File: config.mk
export PLATFORM = sky130hd
export DESIGN_NAME = rr_res_arbiter
export DESIGN_NICKNAME = d
export VERILOG_FILES = /design/src/rtl/common_pkg.sv /design/src/rtl/rr_pick.sv /design/src/rtl/rr_res_arbiter.sv
export SDC_FILE = /design/constraint.sdc
export NUM_CORES = 1
export LEC_CHECK = 0
export CELL_PAD_IN_SITES_DETAIL_PLACEMENT = 0
export CELL_PAD_IN_SITES_GLOBAL_PLACEMENT = 1
export CORE_MARGIN = 1.5
export CORE_UTILIZATION = 40
export DETAILED_ROUTE_END_ITERATION = 8
export GPL_TIMING_DRIVEN = 0
export HOLD_SLACK_MARGIN = 0.12
export PLACE_DENSITY_LB_ADDON = 0.3
export RECOVER_POWER = 25
export SETUP_SLACK_MARGIN = 0.1
export SLEW_MARGIN = 20
export SYNTH_ARGS = -nofsm -noshare
export SYNTH_HDL_FRONTEND = slang
export SYNTH_SLANG_ARGS = --single-unit
export TNS_END_PERCENT = 1
File: constraint.sdc
create_clock -name clk_i -period 2.4 [get_ports clk_i]
set_input_delay 0.24 -clock clk_i [delete_from_list [all_inputs] [get_ports clk_i]]
set_output_delay 0.24 -clock clk_i [all_outputs]
set_load 0.02 [all_outputs]
File: src/rtl/common_pkg.sv
// Shared types and defaults for the datapath-sharing blocks.
package common_pkg;

   localparam int TEST_PARAM = 3;

   typedef enum logic [1:0] {
      IDLE    = 2'd0,
      GRANT   = 2'd1,
      RELEASE = 2'd2
   } arb_state_t;

   typedef struct packed {
      logic busy;
      logic timeout;
   } arb_status_t;

endpackage

File: src/rtl/rr_pick.sv
// Combinational round-robin search starting at ptr, wrapping at N_REQ-1 (any N_REQ).
module rr_pick #(
   parameter int N_REQ = 3
) (
   input  logic [N_REQ-1:0]         req,
   input  logic [$clog2(N_REQ)-1:0] ptr,
   output logic                     valid,
   output logic [$clog2(N_REQ)-1:0] idx
);

   localparam int IDX_W = $clog2(N_REQ);

   int cand;

   // Scan farthest offset first so the nearest hit to ptr is the last write.
   always_comb begin
      valid = 1'b0;
      idx   = '0;
      cand  = 0;
      for (int off = N_REQ - 1; off >= 0; off--) begin
         cand = int'(ptr) + off;
         if (cand >= N_REQ) cand = cand - N_REQ;
         if (req[cand]) begin
            valid = 1'b1;
            idx   = IDX_W'(cand);
         end
      end
   end

endmodule

File: src/rtl/rr_res_arbiter.sv
// Round-robin arbiter for a single-port shared resource, with a hold limit on contested grants.
module rr_res_arbiter
   import common_pkg::*;
#(
   parameter int N_REQ    = TEST_PARAM,
   parameter int MAX_HOLD = 8
) (
   input  logic                     clk_i,
   input  logic                     rst_i,
   input  logic [N_REQ-1:0]         req_i,
   output logic [N_REQ-1:0]         gnt_o,
   output logic [$clog2(N_REQ)-1:0] sel_o,
   output logic                     en_o,
   output logic                     busy_o,
   output logic                     timeout_o
);

   localparam int IDX_W  = $clog2(N_REQ);
   localparam int HOLD_W = $clog2(MAX_HOLD + 1);

   arb_state_t       state_q, state_d;
   logic [IDX_W-1:0] ptr_q, ptr_d;
   logic [HOLD_W-1:0] hold_q, hold_d;
   logic [N_REQ-1:0] gnt_q, gnt_d;
   logic [IDX_W-1:0] sel_q, sel_d;
   logic             en_q, en_d;
   arb_status_t      stat_q, stat_d;

   logic             pick_vld;
   logic [IDX_W-1:0] pick_idx;
   logic             hold_max;
   logic             others_req;

   rr_pick #(.N_REQ(N_REQ)) u_pick (
      .req   (req_i),
      .ptr   (ptr_q),
      .valid (pick_vld),
      .idx   (pick_idx)
   );

   assign hold_max   = (hold_q == HOLD_W'(MAX_HOLD));
   assign others_req = |(req_i & ~gnt_q);

   always_comb begin
      state_d = state_q;
      ptr_d   = ptr_q;
      hold_d  = hold_q;
      gnt_d   = gnt_q;
      sel_d   = sel_q;
      en_d    = en_q;
      stat_d  = '0;
      unique case (state_q)
         IDLE: begin
            if (pick_vld) begin
               gnt_d           = '0;
               gnt_d[pick_idx] = 1'b1;
               sel_d           = pick_idx;
               en_d            = 1'b1;
               hold_d          = HOLD_W'(1);
               state_d         = GRANT;
            end
         end
         GRANT: begin
            // Grantee drop wins over timeout, so it is tested first.
            if (!req_i[sel_q]) begin
               gnt_d   = '0;
               en_d    = 1'b0;
               state_d = RELEASE;
            end else if (hold_max && others_req) begin
               gnt_d          = '0;
               en_d           = 1'b0;
               stat_d.timeout = 1'b1;
               state_d        = RELEASE;
            end else if (!hold_max) begin
               hold_d = hold_q + HOLD_W'(1);
            end
         end
         RELEASE: begin
            ptr_d   = (sel_q == IDX_W'(N_REQ - 1)) ? '0 : sel_q + IDX_W'(1);
            state_d = IDLE;
         end
         default: state_d = IDLE;
      endcase
      stat_d.busy = (state_d != IDLE);
   end

   always_ff @(posedge clk_i) begin
      if (rst_i) begin
         state_q <= IDLE;
         ptr_q   <= '0;
         hold_q  <= '0;
         gnt_q   <= '0;
         sel_q   <= '0;
         en_q    <= 1'b0;
         stat_q  <= '0;
      end else begin
         state_q <= state_d;
         ptr_q   <= ptr_d;
         hold_q  <= hold_d;
         gnt_q   <= gnt_d;
         sel_q   <= sel_d;
         en_q    <= en_d;
         stat_q  <= stat_d;
      end
   end

   assign gnt_o     = gnt_q;
   assign sel_o     = sel_q;
   assign en_o      = en_q;
   assign busy_o    = stat_q.busy;
   assign timeout_o = stat_q.timeout;

endmodule

==> results of run 1 <==
## metrics by stage
| stage | power, mW | util, % | instance area [um2] | std cells |
|---|---|---|---|---|
| after CTS | 0.696 | 51.3 | 1170 | 161 |
| after global routing | 0.726 | 51.3 | 1170 | 161 |
| after floorplan | 0.453 | - | 996 | 119 |
| after detailed placement | 0.516 | 49.7 | 1130 | 157 |
| final | 0.688 | 51.3 | 1170 | 161 |
| after global placement | 0.513 | 49.7 | 1130 | 157 |
## sequential cells by signal, summed over array words and instances (netlist names)
signal     cells
sel_o          2
ptr_q          2
busy_o         1
state_q        2
en_o           1
timeout_o      1
hold_q         4
gnt_o          3
## cell usage after synthesis, types with 2 or more instances
| cell type | number |
|---|---|
| xnor2_1 | 2 |
| nor2_1 | 11 |
| a32o_1 | 2 |
| clkbuf_1 | 3 |
| nand3b_1 | 4 |
| buf_6 | 2 |
| nor2b_1 | 5 |
| o21bai_1 | 2 |
| inv_1 | 7 |
| a31oi_1 | 2 |
| nor3_1 | 4 |
| a21oi_1 | 10 |
| o21ai_0 | 2 |
| mux2i_1 | 2 |
| nand2b_1 | 7 |
| dfxtp_1 | 16 |
| nand2_1 | 7 |
| ha_1 | 6 |
| nand3_1 | 3 |
## worst reg2reg max path, cell delays in order (launching register included)
cell and delay (ns):
dfxtp_1 0.36, inv_1 0.08, ha_1 0.19, buf_2 0.17, a221oi_1 0.29, a32oi_1 0.13
o21ai_2 0.24, buf_6 0.18, nor2_1 0.05, a32o_1 0.20
## per-layer routing
layer	share of wire, %	global-route usage, %
met5	0	0
met4	0.79	6.41
met1	52	25.2
met3	3.1	1.69
met2	44	27.7
## worst paths after layout
| kind | startpoint | end | slack (ns) | cells past startpoint |
|---|---|---|---|---|
| min reg2reg | en_o | en_o | 0.47 | 2 |
| max | ptr_q[0] | gnt_o[0] | 0.44 | 9 |
| min | rst_i | timeout_o | 0.34 | 2 |
| max reg2reg | ptr_q[0] | gnt_o[0] | 0.44 | 9 |
## layout make-up
| class | count | share of cell area (%) |
|---|---|---|
| multi-input cells | 89 | 51.7 |
| flip-flops and latches | 16 | 27.4 |
| inverters | 7 | 2.25 |
| plain buffers | 7 | 3.97 |
| well taps | 28 | 3.00 |
| clock buffers | 4 | 3.11 |
| repair buffers | 10 | 8.57 |
## cells by family (layout without fill, tap and decap cells)
group	count (synthesis)	after routing
xor gates and xnor gates	2	2
buffers and inverters	14	28
DFF	16	16
adders and majority gates	6	6
and+or+nand+nor	47	47
AOI/OAI and AO/OA	31	31
muxes	3	3
## power breakdown
part           total, mW  internal [mW]  switching (mW)
Combinational      0.203         0.0902           0.113
Clock              0.178         0.0923          0.0862
Sequential         0.306          0.289          0.0178
==> summary.md, run 1 <==
| Metric | Value |
|---|---|
| Ant diodes | `0` |
| Crit-path max FO | `10` |
| Number of flops mapped to enable cells by yosys | `0` |
| Nets | `145` |
| Multi-input logic area | `603 um2` |
| CTS tree | `done` |
| Initial Utilization | `43.8%` |
| Clock slew seen by the registers of the worst setup and hold paths | `0.10 ns` |
| Vias in the first global route | `800` |
| CTS-repair resized insts | `0` |
| Min Tclk post-route | `1.96 ns` |
| DR iter-0 viols | `28` |
| Top post-synthesis cells by area | `dfxtp_1 (32%), ha_1 (7.5%), a21oi_1 (5.0%), nand2b_1 (4.4%), nor2_1 (4.1%)` |
| Status | `complete, no violations` |
| Final GP Congestion | `0.820` |
| Cell leakage power | `0.432 nW` |
| CP max-delay cell | `dfxtp_1` |
| Total negative slack | `0 ns` |
| Post-synthesis mux area share | `3.39%` |
| Gate Count Post-Synth | `119` |
| Hold Crit Class | `in2reg` |
| Gr usage total | `17.7%` |
| Clock Path Buffers | `2` |
| Max_cap viols | `0` |
| Final Hold Fails | `0` |
| Die Span Y | `52.9 um` |
| Register Area | `320 um2` |
| Worst setup margin | `0.437 ns` |
| Pre-antenna DRT Iters | `4` |
| First-pass GRT wire length | `3.66 mm` |
| Clk_lat worst skew | `0.29 ns` |
| Post-synthesis cell type count | `41` |
| HPWL Detailed | `1.56 mm` |
| Synthesis-stage register bit count | `16` |
| Layout cell share with drive strength beyond 1 | `12.0%` |
| DR vias | `872` |
| Worst Tran Pin Value | `0.450 ns` |
| Post-DR wirelength/cell | `13.3 um` |
| XOR/XNOR Fraction of Synth Area | `1.76%` |
| Placeable core area | `2280 um2` |
| Power Density | `590 nW/um2` |
| Seq/Total Area, Yosys | `32.2%` |
| # DRC | `0` |
| Post-Synth Simple-Gate Area | `25.3%` |
| Syn_nets | `130` |
| Boundary pin count | `13` |
| Critical path, cell by cell | `inv_1 > ha_1 > buf_2 > a221oi_1 > a32oi_1 > o21ai_2 > buf_6 > nor2_1 > a32o_1` |
| Post-CTS Hold Fix Bufs | `0` |
| Die X | `52.9 um` |
| Final Cycle Share | `81.8%` |
| Async SR Flop Fraction | `0%` |
| Final Skew | `0.0139 ns` |
| Dominant synthesized flop cell | `dfxtp_1` |
| Dpl ws | `0.283 ns` |
| Clock net sink count | `16` |
| H-tree levels | `1` |
| Post-CTS Setup Bufs | `0` |
| FP Rows | `17` |
| Crit path required time | `2.59 ns` |
| Top achievable clock speed | `510 MHz` |
| Most common cell after layout, fill and taps aside | `dfxtp_1` |
| Largest net degree at the start of global routing | `11` |
| Compound-Gate Fraction of Synth Area | `22.6%` |
| Element type at the critical path end | `register` |
| CTS Buf Count | `3` |
| Leading area contributor after synthesis | `dfxtp_1` |
| Rel. slew slack | `70.0%` |
| Synth Warn # | `0` |
| DIE AREA | `2800 um2` |
| Critical path class | `reg2reg` |
| Most frequent cells in the layout | `dfxtp_1 (16), nor2_1 (11), a21oi_1 (10)` |
| Max-slew violations | `0` |
| CP Launch Type | `register` |
| WHS | `0.339 ns` |
| CP Buf/Inv Count | `3` |
| Largest family of logic cells by synthesized area | `simple AND/OR/NAND/NOR gates` |
| Drt via density | `5.42` |
| Root Buffer | `clkbuf_4` |
| Post-Synth Adder-Cell Area | `7.54%` |
| Total gr overflow | `0` |
| Layout area overhead | `17.2%` |
| Post-Syn Area | `996 um2` |
| Number of fill cells | `241` |
| IO buf count | `10` |
| RSZ-0062 raised after global routing | `no` |
| Top delay family on crit path | `compound AO/OA/AOI/OAI gates` |
| Yosys top cell area share | `32.2%` |
| CP arrival | `2.15 ns` |
| Routed Antenna Nets | `0` |
| Initial antenna violation count | `0` |
| Mean Syn Cell Area | `8.37 um2` |
| Final setup violation count | `0` |
| Slowest stage delay, CP | `0.36 ns` |
| WL final | `2.15 mm` |
| Maximum VDD drop | `386 uV` |
No activity file was read; power rests on OpenSTA's default activity.
==> run 2: changes to the inputs <==
CORE_UTILIZATION = 36   (was 40)
clock period = 1.6 ns   (was 2.4 ns; I/O delays follow)
==> run 2 against run 1 <==
The run now ends with setup timing left. Core utilization grew 0.82 points. Critical path depth is the same. Routed wire length up 7.7%. Register-to-register slack got worse by 0.63 ns. Sequential power up 51%. Flip-flop and latch count stayed put. Combinational power up 83%. Via count is 3.4% higher. Global-route usage is 1.7 points lower.
==> summary.md, run 2 (same netlist as run 1, synthesis figures left out) <==
| Metric | Value |
|---|---|
| Top cell by count, worst path | `buf_6` |
| CP max-delay cell | `dfxtp_4` |
| Most frequent cells in the layout | `dfxtp_1 (13), nor2_1 (10), a21oi_1 (10)` |
| WL final | `2.31 mm (+7.7%)` |
| DR iter-0 viols | `39 (+39%)` |
| Initial antenna violation count | `0 (unchanged)` |
| Hold path start | `rst_i` |
| Top delay family on crit path | `compound AO/OA/AOI/OAI gates` |
| Die X | `55.6 um (+5.1%)` |
| H-tree levels | `1 (unchanged)` |
| Most common cell after layout, fill and taps aside | `dfxtp_1` |
| Final Util | `52.1% (+0.82 points)` |
| Placed cell areas | `1150 um2 (+1.8%)` |
| Final GP Congestion | `0.751 (-8.4%)` |
| Combinational fraction of design power | `33.7% (+4.1 points)` |
| CTS tree | `done` |
| Worst setup margin | `-0.191 ns (-0.628 ns)` |
| Total negative slack | `-1.26 ns (-1.26 ns)` |
| Die Span Y | `55.6 um (+5.1%)` |
| Layout area overhead | `33.2%` |
| IO buf count | `10 (unchanged)` |
| Slowest stage delay, CP | `0.39 ns (+0.03 ns)` |
| Critical path startpoint | `ptr_q[1]` |
| Clk pwr share | `24.4% (-1.5 points)` |
| Hold Crit Class | `in2reg` |
| Final Hold Fails | `0 (unchanged)` |
| # DRC | `0 (unchanged)` |
| Element type at the critical path end | `register` |
| Top achievable clock speed | `558 MHz (+9.6%)` |
| Min Tclk post-route | `1.79 ns (-0.172 ns)` |
| Sw Ratio | `32.3% (+0.76 points)` |
| Clock net sink count | `16 (unchanged)` |
| Boundary pin count | `13 (unchanged)` |
| Final Cycle Share | `112% (+30 points)` |
| Layout cell share with drive strength beyond 1 | `26.6% (+15 points)` |
| Reg with most FFs | `hold_q` |
| Clock slew seen by the registers of the worst setup and hold paths | `0.10 ns (about the same)` |
| Crit path required time | `1.79 ns (-0.80 ns)` |
| RSZ-0062 raised after global routing | `yes` |
| Max-slew violations | `0 (unchanged)` |
| HPWL Detailed | `1.59 mm (+2.0%)` |
| Number of instances in the placed design | `159 (+1.3%)` |
| Worst Tran Pin Value | `0.460 ns (+0.00999 ns)` |
| Clock Path Buffers | `2 (unchanged)` |
| Rel. slew slack | `69.2% (-0.76 points)` |
| Crit-path max FO | `7 (-3)` |
| Initial Utilization | `39.1% (-4.6 points)` |
| Vias in the first global route | `846 (+5.8%)` |
| Sequential power share | `41.9% (-2.6 points)` |
| Max_cap viols | `0 (unchanged)` |
| Nets | `151 (+4.1%)` |
| CTS Buf Count | `3 (unchanged)` |
| Internal Pwr Total | `0.745 mW (+58%)` |
| First-pass GRT wire length | `4.01 mm (+9.4%)` |
| Max reg flops | `4 (unchanged)` |
| Final Skew | `0.00182 ns (-0.0121 ns)` |
| Critical path class | `reg2reg` |
| Gr usage total | `16.0% (-1.7 points)` |
| Net Switching | `0.356 mW (+64%)` |
| Drt via density | `5.34 (-1.5%)` |
| Pre-antenna DRT Iters | `4 (unchanged)` |
| Largest net degree at the start of global routing | `11 (unchanged)` |
| Status | `complete, but fails checks` |
| Clk_lat worst skew | `0.28 ns (about the same)` |
| Root Buffer | `clkbuf_4` |
| Final setup violation count | `11 (+11)` |
| Post-DR wirelength/cell | `13.7 um (+2.6%)` |
| Critical path, cell by cell | `inv_4 > ha_4 > buf_6 > a221oi_4 > a32oi_4 > o21ai_4 > buf_6 > nor2_2 > a32o_1` |
| Total gr overflow | `0 (unchanged)` |
| Violated checks | `setup timing` |
| Hold depth | `2 (unchanged)` |
| Placeable core area | `2540 um2 (+12%)` |
| Ant diodes | `0 (unchanged)` |
| Final Cell Area | `1330 um2 (+14%)` |
| DIE AREA | `3090 um2 (+10%)` |
| Worst-case reg-to-reg path depth | `9 (unchanged)` |
| Maximum VDD drop | `616 uV (+60%)` |
| Finished Layout Cells | `169 (+5.0%)` |
| Critical register-to-register path startpoint | `ptr_q[1]` |
| CP Buf/Inv Count | `3 (unchanged)` |
| Critical path depth | `9 (unchanged)` |
| Power Density | `830 nW/um2 (+41%)` |
| Routed Antenna Nets | `0 (unchanged)` |
| DR vias | `902 (+3.4%)` |
| CP Launch Type | `register` |
| Cell leakage power | `0.470 nW (+9.0%)` |
| FP Rows | `18 (+1)` |
| CP arrival | `1.98 ns (-0.17 ns)` |
## run 2: changes by cell type in the layout (fill, tap and decap cells not counted), sizes merged
cell,before,now
dlygate4sd3,3,0
dlygate4sd2,0,1
clkbuf,7,8
clkdlybuf4s50,7,8
buf,4,10
## run 2: routing by layer
layer | global-route usage (%) | up-vias | share of wire, % | routed length (um)
met1 | 22.9 | 418 | 49 | 1140
met4 | 5.23 | 0 | 1.3 | 29
met2 | 24.5 | 21 | 45 | 1030
met3 | 2.33 | 4 | 4.6 | 106
li1 | - | 459 | - | -
met5 | 0 | - | 0 | 0
## run 2: power by group through the flow
stage,registers [mW],logic (mW),clock network (mW)
floorplan,0.489,0.193,0
global placement,0.468,0.307,0
global route,0.467,0.404,0.287
detailed placement,0.469,0.309,0
CTS,0.459,0.359,0.275
finish,0.461,0.371,0.269
## run 2: final timing paths
check                                  to  slack, ns
worst min register to register       en_o       0.47
worst max register to register   gnt_o[0]      -0.19
worst max-delay path             gnt_o[0]      -0.19
worst min-delay path            timeout_o       0.27
## run 2: what timing repair did
action / CTS / global route
pin swaps: 10 / 6
hold endpoints to repair: 0 / 0
setup endpoints to repair: 14 / 15
buffers inserted: 6 / 0
cloned: 1 / 0
gates resized for setup: 17 / 7
hold buffers: 0 / 0
## run 2: cell type report
type / count / area (um2)
Sequential cell: 16 / 329
Tap cell: 30 / 37.5
Clock buffer: 4 / 36.3
Fill cell: 257 / 1220
Inverter: 7 / 31.3
Buffer: 6 / 45.0
Timing Repair Buffer: 17 / 145
Multi-Input combinational cell: 89 / 702
## run 2: metrics by stage
step,hold WS (ns),power [mW],worst slack [ns]
after CTS,0.272,1.09,-0.204
after global placement,0.446,0.775,-0.390
after global routing,0.325,1.16,-0.288
after floorplan,0.462,0.683,-0.0700
final,0.274,1.10,-0.191
after detailed placement,0.450,0.778,-0.415
## run 2: worst reg2reg max path, stage by stage (launching register included)
cell and delay [ns]:
dfxtp_4 0.39, inv_4 0.04, ha_4 0.14, buf_6 0.13
a221oi_4 0.25, a32oi_4 0.09, o21ai_4 0.25, buf_6 0.16
nor2_2 0.03, a32o_1 0.20
